$ cat src/rtl/iter_func_pkg.sv
// iter_func_pkg: FSM states, regime codes and per-regime iteration counts for iter_func_unit.
package iter_func_pkg;
  typedef enum logic [1:0] {IDLE, ARMED, RUN, DONE} state_t;
  localparam logic [1:0] REG_NONE   = 2'd0;
  localparam logic [1:0] REG_POPCNT = 2'd1;
  localparam logic [1:0] REG_ISQRT  = 2'd2;
  localparam logic [1:0] REG_REV    = 2'd3;
  function automatic int iter_count(input logic [1:0] r, input int w);
    return (r == REG_ISQRT) ? w / 2 : w;
  endfunction
endpackage

$ cat src/rtl/iter_func_step.sv
// iter_func_step: one combinational iteration of popcount, restoring isqrt or bit reversal.
module iter_func_step
  import iter_func_pkg::*;
#(
  parameter int WIDTH = 8
) (
  input  logic [1:0]       regime,
  input  logic [WIDTH-1:0] x,
  input  logic [WIDTH-1:0] acc,
  input  logic [WIDTH-1:0] rem,
  output logic [WIDTH-1:0] nx,
  output logic [WIDTH-1:0] nacc,
  output logic [WIDTH-1:0] nrem
);
  logic [WIDTH+1:0] sh, trial;
  logic fit;
  always_comb begin
    sh    = {rem, x[WIDTH-1 -: 2]};
    trial = {acc, 2'b01};
    fit   = sh >= trial;
    nx    = (regime == REG_ISQRT) ? x << 2 : x >> 1;
    // the isqrt remainder never exceeds WIDTH/2+1 bits, so truncation is lossless
    nrem  = WIDTH'(fit ? sh - trial : sh);
    nacc  = (regime == REG_POPCNT) ? acc + WIDTH'(x[0]) :
            (regime == REG_ISQRT)  ? {acc[WIDTH-2:0], fit} :
                                     {acc[WIDTH-2:0], x[0]};
  end
endmodule

$ cat src/rtl/iter_func_unit.sv
// iter_func_unit: multi-cycle popcount / isqrt / bit-reverse unit with held result and done pulse.
// Define ITER_FUNC_RESTART_EN to allow start in DONE to re-enter RUN directly.
module iter_func_unit
  import iter_func_pkg::*;
#(
  parameter int WIDTH = 8,
  localparam int STEP_W = $clog2(WIDTH + 1)
) (
  input  logic              clk,
  input  logic              rst,
  input  logic [WIDTH-1:0]  x,
  input  logic [1:0]        on,
  input  logic              start,
  output logic [WIDTH-1:0]  y,
  output logic [STEP_W-1:0] s,
  output logic              b,
  output logic              active,
  output logic [1:0]        regime,
  output logic              done
);
  if (WIDTH < 2 || WIDTH % 2 != 0) begin : g_bad_width
    $error("iter_func_unit: WIDTH must be even and >= 2");
  end
  state_t state;
  logic [WIDTH-1:0] xr, acc, rem, nx, nacc, nrem;
  logic [STEP_W-1:0] n, s1;
  logic [1:0] eff;
  logic gate, go;
  iter_func_step #(.WIDTH(WIDTH)) u_step (
    .regime(regime), .x(xr), .acc(acc), .rem(rem),
    .nx(nx), .nacc(nacc), .nrem(nrem)
  );
  assign active = regime != REG_NONE;
  always_comb begin
    eff = (on != REG_NONE) ? on : regime;
    n   = STEP_W'(iter_count(regime, WIDTH));
    s1  = s + STEP_W'(1);
`ifdef ITER_FUNC_RESTART_EN
    go  = start && eff != REG_NONE && (state == DONE || (gate && (state == IDLE || state == ARMED)));
`else
    go  = start && eff != REG_NONE && gate && (state == IDLE || state == ARMED);
`endif
  end
  always_ff @(posedge clk or posedge rst) begin
    if (rst) begin
      state  <= IDLE;
      y      <= '0;
      s      <= '0;
      b      <= 1'b0;
      regime <= REG_NONE;
      done   <= 1'b0;
      gate   <= 1'b1;
      xr     <= '0;
      acc    <= '0;
      rem    <= '0;
    end else begin
      done <= 1'b0;
      if (state != RUN && on != REG_NONE) regime <= on;
      // the DONE cycle closes the gate unless start is already low there
      if (state != RUN) gate <= (gate && state != DONE) || !start;
      if (state == IDLE && on != REG_NONE) state <= ARMED;
      if (state == DONE) state <= ARMED;
      if (state == RUN) begin
        xr  <= nx;
        acc <= nacc;
        rem <= nrem;
        s   <= s1;
        if (s1 == n) begin
          state <= DONE;
          y     <= nacc;
          done  <= 1'b1;
          b     <= 1'b0;
        end
      end
      if (go) begin
        state  <= RUN;
        b      <= 1'b1;
        s      <= '0;
        xr     <= x;
        acc    <= '0;
        rem    <= '0;
        regime <= eff;
      end
    end
  end
endmodule

$ cat config.mk
export PLATFORM = sky130hd
export DESIGN_NAME = iter_func_unit
export DESIGN_NICKNAME = d
export VERILOG_FILES = /design/src/rtl/iter_func_pkg.sv /design/src/rtl/iter_func_step.sv /design/src/rtl/iter_func_unit.sv
export SDC_FILE = /design/constraint.sdc
export NUM_CORES = 1
export LEC_CHECK = 0
export CAP_MARGIN = 15
export CORE_MARGIN = 1.5
export CORE_UTILIZATION = 60
export CTS_CLUSTER_SIZE = 24
export DETAILED_ROUTE_END_ITERATION = 16
export PLACE_DENSITY_LB_ADDON = 0.15
export RECOVER_POWER = 50
export SLEW_MARGIN = 20
export SYNTH_ARGS = -nofsm -noshare
export SYNTH_HDL_FRONTEND = slang
export SYNTH_HIERARCHICAL = 1
export SYNTH_SLANG_ARGS = --single-unit
$ cat constraint.sdc
create_clock -name clk -period 6.8 [get_ports clk]
set_input_delay 2.04 -clock clk [delete_from_list [all_inputs] [get_ports clk]]
set_output_delay 2.04 -clock clk [all_outputs]
set_load 0.05 [all_outputs]
==> results.md, run 1 <==
- The critical path is of the in2async type.
- The total iterations of the first detailed-routing run is 4.
- The synthesized area per cell is 10.05 um2.
- The dominant cell type by area after synthesis is sky130_fd_sc_hd__dfrtp_1.
- The die outline height is 68.35 um.
- The floorplan step defined a core boundary enclosing 4058 um2.
- In this run, CTS created clock tree buffers numbering 5.
- Buffers inserted to repair hold after CTS numbered 0.
- The global-route met3 utilization is 3.454%.
- The class of the tightest hold or removal check is reg2reg.
- The number of storage elements in the synthesis netlist is 43.
- The initial antenna violation count is 0.
- The count of endpoints failing setup in the final report is 0.
- The first global-routing pass estimated 8045 um of wire.
- The synthesized netlist occupies a cell area of 2562 um2.
- The register clock-pin slew on the reported worst setup and hold paths is 0.08 ns.
- Global routing finished with a remaining overflow of 0.
- After global routing, the most crowded layer is met2.
- The worst setup slack after placement is 2.957 ns.
- The sort of element at the start of the critical path is an input pin.
- Cells with a size suffix above 1 make up 10.25% of the layout.
- The combined area of the multi-input logic cells is between 1000 and 1500 um2.
- The synthesized net count is 282.
- Sequential cells were found to cover approximately 42% of the synthesized design area.
- Along the worst path, the maximum fanout reaches 43.
- Data arrives at the worst endpoint at 4.27 ns.
- At the end of the flow, the number of nets in the layout was between 300 and 400.
- In the layout the commonest cells are 42 x sky130_fd_sc_hd__dfrtp_1, 35 x sky130_fd_sc_hd__nand2_1, 25 x sky130_fd_sc_hd__clkdlybuf4s50_1, 18 x sky130_fd_sc_hd__a22o_1, 16 x sky130_fd_sc_hd__inv_1.
- The die is 68.35 um wide.
- The post-synthesis async set-or-reset flop share is 100.0%.
- Counting the fill cells in the layout gives about 330.
- The post-synthesis cell count is 255.
- The number of top-level pins is 30.
- The worst path in the final design needs a cycle of about 4.3 ns, including I/O delays and setup.
- The most common library cell in the layout ignoring fill and taps is sky130_fd_sc_hd__dfrtp_1.
- The DRC marker count from the first detailed-route iteration is between 90 and 100.
- The relative slew slack is -53.33%.
- For this run, design rule violations remaining after detail routing come to 0.
- The number of H-tree levels is 2.
- During placement, the flow inserted port buffers numbering 29.
- The maximum ir drop on the vdd rail is 0.2624 mV.
- On the final layout, the worst hold slack is 0.4935 ns.
- The clock tree skew after final layout is 0.007648 ns.
- The clock sink count is 43.
- The number of antenna diodes in the final layout is 0.
- The remaining antenna violation count is 0.
- The insertion delay to the later sink of the worst-skew pair is 0.30 ns.
- The flow ran to the end, but the final reports show violations.
- The synthesized netlist contains 44 unique library cells.
- The total vias in the final route is 1953.
- The total detailed-routing wirelength is 4979 um.
- The number of warnings printed during yosys synthesis is 6.
- The actual slew at the worst max-slew pin is ~2.3 ns.
- Ranked by total cell area, the synthesized netlist is headed by sky130_fd_sc_hd__dfrtp_1 41%, sky130_fd_sc_hd__ha_1 6.8%, sky130_fd_sc_hd__a22o_1 6.2%.
- The static leakage power is 1.359 nW.
- The tree is rooted in a sky130_fd_sc_hd__clkbuf_8.
- After routing, the total negative slack on setup checks comes to 0 ns.
- For this run, global-route usage on met1 was measured as 29.68%.
- The highest clock rate is 0.2304 GHz.
- For met2 alone, demand over resource in global routing was 39.20%.
- Setup repair after global routing left no endpoint under its margin.
- The overall fraction of global-route tracks in use is 23.24%.
- The final hold violation count is 0.
- After clock tree synthesis, the setup repair step added 0 buffers.
- The final reports fail on capacitance limit, slew limit.
- In the post-route analysis, the smallest setup slack over all paths is 2.460 ns.
- The number of global-route vias before repair is 1789.
- The main flop type after synthesis is sky130_fd_sc_hd__dfrtp_1.
- The critical path's slowest cell is sky130_fd_sc_hd__clkbuf_1.
- For this configuration, the core starts out at a cell density of between 60 and 70%.
- In this run the deepest clock path goes through 2 buffers.
- The final-report max-slew violation count is 44.
- The area taken by flip-flops and latches is 1077 um2.
- The required time of the critical path is 6.73 ns.
- The full die area is 4672 um2.
- Summing internal, switching and leakage power gives 0.001189 W.
- The number of vias per cell is 5.865.
- The number of placement rows is 23.
- Of the available clock period, the critical path in the final layout requires between 60% and 70%.
- The critical path goes through dlygate4sd3_1 > inv_1 > clkbuf_1.
- After detailed routing, the average wire length per cell comes to 14.95 um.
- The clock tree from TritonCTS is done.
- STA classifies the critical path endpoint as an async pin.
- The number of synthesized flops with an enable pin is 0.
- The count of instances resized after the clock tree is built is 0.
- The count of max-cap constraint violations is 1.
- The HPWL after detailed placement is 3458 um.
- The congestion estimate from routability-driven global placement came to 0.8243.
- The largest stage delay on the critical path is 1.64 ns.
- Entering global routing, the biggest net connects between 40 and 50 pins.
- Dividing total power by cell area gives a power density of a little over 400 nW/um2.
- Summed over its instances, the top area cell type makes up about two fifths of the synthesized netlist area.
- Compared with the post-synthesis result, the final layout area differs by 14.36%.
synth_stat cells, types with 2 or more instances:
library cell,number
sky130_fd_sc_hd__dfrtp_1,42
sky130_fd_sc_hd__nand2_1,35
sky130_fd_sc_hd__a22o_1,18
sky130_fd_sc_hd__inv_1,16
sky130_fd_sc_hd__ha_1,14
sky130_fd_sc_hd__o21ai_0,13
sky130_fd_sc_hd__a21oi_1,10
sky130_fd_sc_hd__mux2_2,10
sky130_fd_sc_hd__nor2_1,10
sky130_fd_sc_hd__a22oi_1,8
sky130_fd_sc_hd__nand4_1,8
sky130_fd_sc_hd__clkbuf_1,6
sky130_fd_sc_hd__nor2b_1,5
sky130_fd_sc_hd__xnor2_1,5
sky130_fd_sc_hd__a211oi_1,4
sky130_fd_sc_hd__mux2_4,4
sky130_fd_sc_hd__mux2i_1,4
sky130_fd_sc_hd__nand2b_1,4
sky130_fd_sc_hd__buf_6,3
sky130_fd_sc_hd__nor3_1,3
sky130_fd_sc_hd__o31a_1,3
sky130_fd_sc_hd__xor2_1,3
sky130_fd_sc_hd__a31oi_1,2
sky130_fd_sc_hd__and2_1,2
sky130_fd_sc_hd__nand3_1,2
sky130_fd_sc_hd__o21a_1,2
sky130_fd_sc_hd__or3_1,2
per-stage QoR:
stage / std cells / instance area (um2) / utilization [%]
after floorplan: 255 / 2562 / -
after global placement: 325 / 2861 / 70.52
after detailed placement: 325 / 2861 / 70.52
after CTS: 333 / 2947 / 72.62
after global routing: 333 / 2930 / 72.22
final: 333 / 2930 / 72.22
layout make-up:
cell class | instances | area share [%]
Timing Repair Buffer | 31 | 10.29
Multi-Input combinational cell | 185 | 45.86
Sequential cell | 43 | 36.76
Clock inverter | 2 | 0.4270
Clock buffer | 6 | 2.477
Inverter | 16 | 2.050
Tap cell | 50 | 2.135
path summary, 6_finish.rpt:
path | from | endpoint | slack [ns] | depth (start not counted)
setup / recovery | rst | xr[0] | 2.46 | 3
hold / removal | xr[2] | xr[2] | 0.49 | 2
setup reg to reg | state[0] | y[1] | 4.00 | 4
hold reg to reg | xr[2] | xr[2] | 0.49 | 2
max in group clk | regime[1] | active | 2.96 | 2
min in group asynchronous | rst | acc[6] | 3.04 | 3
registers in the layout (all words and copies together), names as in the netlist:
register	flops
acc	8
state	2
b	1
rem	8
s	4
gate	1
xr	8
regime	2
y	8
done	1
logic make-up after synthesis:
logic type	synth area share, %
multiplexers	9.619
flip-flops	42.04
AO/OA/AOI/OAI	18.56
adder cells (fa/ha/maj)	6.836
buffers and inverters	5.029
AND/OR/NAND/NOR	14.55
XOR/XNOR	3.369
worst max-delay path: cells and delay by family:
kind	cells	cell delay [ns]
buffers and inverters	3	2.23
power by group:
group          switching, W  internal [W]
clock             0.0000883     0.0000718
sequential        0.0000682      0.000320
combinational      0.000343      0.000298
total              0.000500      0.000689
per-layer routing:
layer	up-vias	wire [um]
met5	-	0
li1	971	-
met4	0	63
met1	941	2362
met2	35	2408
met3	6	144
No activity file was read; power rests on OpenSTA's default activity.
==> inputs of run 2 (changes only) <==
--- a/config.mk
+++ b/config.mk
@@ -7,7 +7,7 @@
 export LEC_CHECK = 0
 export CAP_MARGIN = 15
 export CORE_MARGIN = 1.5
-export CORE_UTILIZATION = 60
+export CORE_UTILIZATION = 50
 export CTS_CLUSTER_SIZE = 24
 export DETAILED_ROUTE_END_ITERATION = 16
 export PLACE_DENSITY_LB_ADDON = 0.15
==> constraint.sdc (replaced) <==
create_clock -name clk -period 3.7 [get_ports clk]
set_input_delay 1.11 -clock clk [delete_from_list [all_inputs] [get_ports clk]]
set_output_delay 1.11 -clock clk [all_outputs]
set_load 0.05 [all_outputs]
==> run 2 against run 1 <==
Clock skew fell by 0.0034 ns; the run now ends clean; first-iteration DRC count is 4.2% higher; largest power group unchanged; largest cell class unchanged; sequential share of layout area shrank 0.59 points; critical path type is now reg2out; critical endpoint is now active.
==> results.md, run 2 (synthesized netlist as in run 1, its figures left out) <==
- The run finished with clean final reports.
- The tree is rooted in a sky130_fd_sc_hd__clkbuf_8.
- The full die area is 5564 um2 (+19%).
- The number of vias per cell came to 5.457 (-6.9%).
- The launch point of the worst reg-to-reg path is acc[5].
- The total vias in the final route is 1921 (-1.6%).
- The maximum fanout along the worst path was 9 (-79%).
- The number of H-tree levels is 2 (unchanged).
- The total power per unit cell area is 742.1 nW/um2 (+83%).
- The total iterations of the first detailed-routing run is 4 (unchanged).
- The total detailed-routing wirelength is 5027 um (+0.96%).
- The insertion delay to the later sink of the worst-skew pair is 0.29 ns (about the same).
- The type of the setup path with the least slack is reg2out.
- The remaining antenna violation count was 0 (unchanged).
- The number of buffers inserted to repair setup after CTS is 0 (unchanged).
- The worst path uses between 70% and 80% of the clock period.
- The net count of the finished layout was 311 (+0.65%).
- The number of global-route vias before repair is 1917 (+7.2%).
- The fraction of layout cells with a size suffix above 1 is 11.58% (+1.3 points).
- The diode insertion count for antenna repair is 0 (unchanged).
- The CTS buffer count was 5 (unchanged).
- The buffer levels on the longest clock path is 2 (unchanged).
- Relative to the synthesized area, the layout overhead comes to 16.21%.
- The initial core utilization is 53.19% (-10 points).
- The actual slew at the worst max-slew pin is 0.9803 ns (-1.320 ns).
- The final-report max-slew violation count is 0 (-100%).
- The clock tree from TritonCTS is done.
- The maximum ir drop on the vdd rail is 0.5464 mV (+110%).
- The clock tree skew after final layout is 0.004260 ns (-0.003387 ns).
- The first-pass GRT wire length is 8838 um (+9.9%).
- The initial antenna violation count was 0 (unchanged).
- The horizontal die dimension is 74.59 um (+9.1%).
- The class of the tightest hold or removal check is reg2reg.
- The count of endpoints failing setup in the final report is 0 (unchanged).
- The critical path starts at regime[1].
- The maximum number of pins on one net before global-route repair was 30 (-32%).
- The aggregate global routing overflow is 0 (unchanged).
- The highest clock rate is 0.3447 GHz.
- The final hold violation count is 0 (unchanged).
- Leaving out fill and tap cells, the most frequent cell in the layout is sky130_fd_sc_hd__dfrtp_1.
- The arrival time of the worst setup path is 1.79 ns (-2.48 ns).
- The number of top-level pins is 30 (unchanged).
- The terminus of the critical flop-to-flop path is rem[2].
- The depth of the worst hold-timing path came to 1 (-1).
- The relative slew slack is 32.78% (+86 points).
- The hold buffer count at CTS is 0 (unchanged).
- The type of destination of the critical path is an output pin.
- The count of instances resized after the clock tree is built was 0 (unchanged).
- The number of input and output port buffers inserted was 29 (unchanged).
- The register clock-pin slew on the reported worst setup and hold paths came to 0.09 ns (about the same).
- The clock sink count is 43 (unchanged).
- The overall fraction of global-route tracks in use is 20.63% (-2.6 points).
- The static leakage power is 1.369 nW (+0.73%).
- The count of max-cap constraint violations was 0 (-1).
- The worst setup path is launched from a flip-flop.
- The HPWL after detailed placement came to 3505 um (+1.4%).
- The routability congestion estimate is 0.8166 (-0.93%).
- The DRC marker count from the first detailed-route iteration is 99 (+4.2%).
- Setup repair after global routing left no endpoint under its margin.
- The die outline height is 74.59 um (+9.1%).
- Counting I/O delays and the setup requirement, the final critical path takes between 2 and 3 ns.
- The core area is 4817 um2 (+19%).
- The number of placement rows is 25 (+8.7%).
- The depth of the most critical reg-to-reg path is 8 (+4).
- The post-layout utilization of the core is 61.82% (-10 points).
- The required time of the critical path is 2.59 ns (-4.14 ns).
- The last element of the critical path is active.
- The remaining design rule violation count is 0 (unchanged).
- The worst reg-to-reg setup slack came to 0.99 ns (-3.01 ns).
- In the layout the commonest cells are 42 x sky130_fd_sc_hd__dfrtp_1, 35 x sky130_fd_sc_hd__nand2_1, 25 x sky130_fd_sc_hd__clkdlybuf4s50_1, 18 x sky130_fd_sc_hd__a22o_1, 15 x sky130_fd_sc_hd__inv_1.
- The routed wirelength normalized by instance count is 14.28 um (-4.5%).
- The final setup TNS is 0 ns (unchanged).
[run 2: changes by cell type in the layout (fill, tap and decap cells not counted)]
cell / before / now
sky130_fd_sc_hd__buf_4: 1 / 4
sky130_fd_sc_hd__clkbuf_1: 2 / 0
sky130_fd_sc_hd__clkinv_1: 0 / 1
sky130_fd_sc_hd__clkinv_2: 1 / 0
sky130_fd_sc_hd__clkinvlp_4: 1 / 2
sky130_fd_sc_hd__inv_1: 16 / 15
sky130_fd_sc_hd__inv_6: 0 / 1
[run 2: cell type report]
type | instances | area (um2)
Clock inverter | 3 | 23.77
Tap cell | 67 | 83.83
Sequential cell | 43 | 1077
Inverter | 16 | 60.06
Fill cell | 432 | 1839
Timing Repair Buffer | 33 | 320.3
Multi-Input combinational cell | 185 | 1344
Clock buffer | 5 | 68.82
[run 2: report_power, final]
part / total, W / switching, W / leakage, nW / internal, W
Combinational: 0.00119 / 0.000634 / 0.766 / 0.000557
Sequential: 0.000711 / 0.000123 / 0.562 / 0.000587
Clock: 0.000307 / 0.000172 / 0.0408 / 0.000135
Total: 0.00221 / 0.000930 / 1.37 / 0.00128
[run 2: layer usage]
| metal | routed length, um | track usage (%) |
|---|---|---|
| met1 | 2417 | 28.34 |
| met2 | 2340 | 34.23 |
| met3 | 222 | 3.930 |
| met4 | 46 | 4.242 |
| met5 | 0 | 0 |
[run 2: how the worst min path moves through the flow]
stage                  to     start
finish               gate  state[0]
global route         y[5]      y[5]
CTS                 xr[1]     xr[1]
detailed placement  xr[1]     xr[1]
global placement    xr[1]     xr[1]
floorplan            gate  state[0]
[run 2: through the flow]
| step | total power [W] | cells | worst slack (ns) | area, um2 | hold slack [ns] |
|---|---|---|---|---|---|
| 2_1_floorplan | 0.001712 | 255 | 1.375 | 2562 | 0.4301 |
| 3_3_place_gp | 0.001891 | 344 | 0.8436 | 2898 | 0.4790 |
| 3_5_place_dp | 0.001919 | 344 | 0.7891 | 2898 | 0.4846 |
| 4_1_cts | 0.002234 | 352 | 0.7793 | 2990 | 0.5077 |
| 5_1_grt | 0.002396 | 352 | 0.7566 | 2978 | 0.5304 |
| 6_report | 0.002210 | 352 | 0.7986 | 2978 | 0.5029 |
[run 2: worst max-delay path, cell delays in order (launching register included)]
cell	delay, ns
sky130_fd_sc_hd__dfrtp_1	0.48
sky130_fd_sc_hd__or2_2	0.32
sky130_fd_sc_hd__clkdlybuf4s50_1	0.70
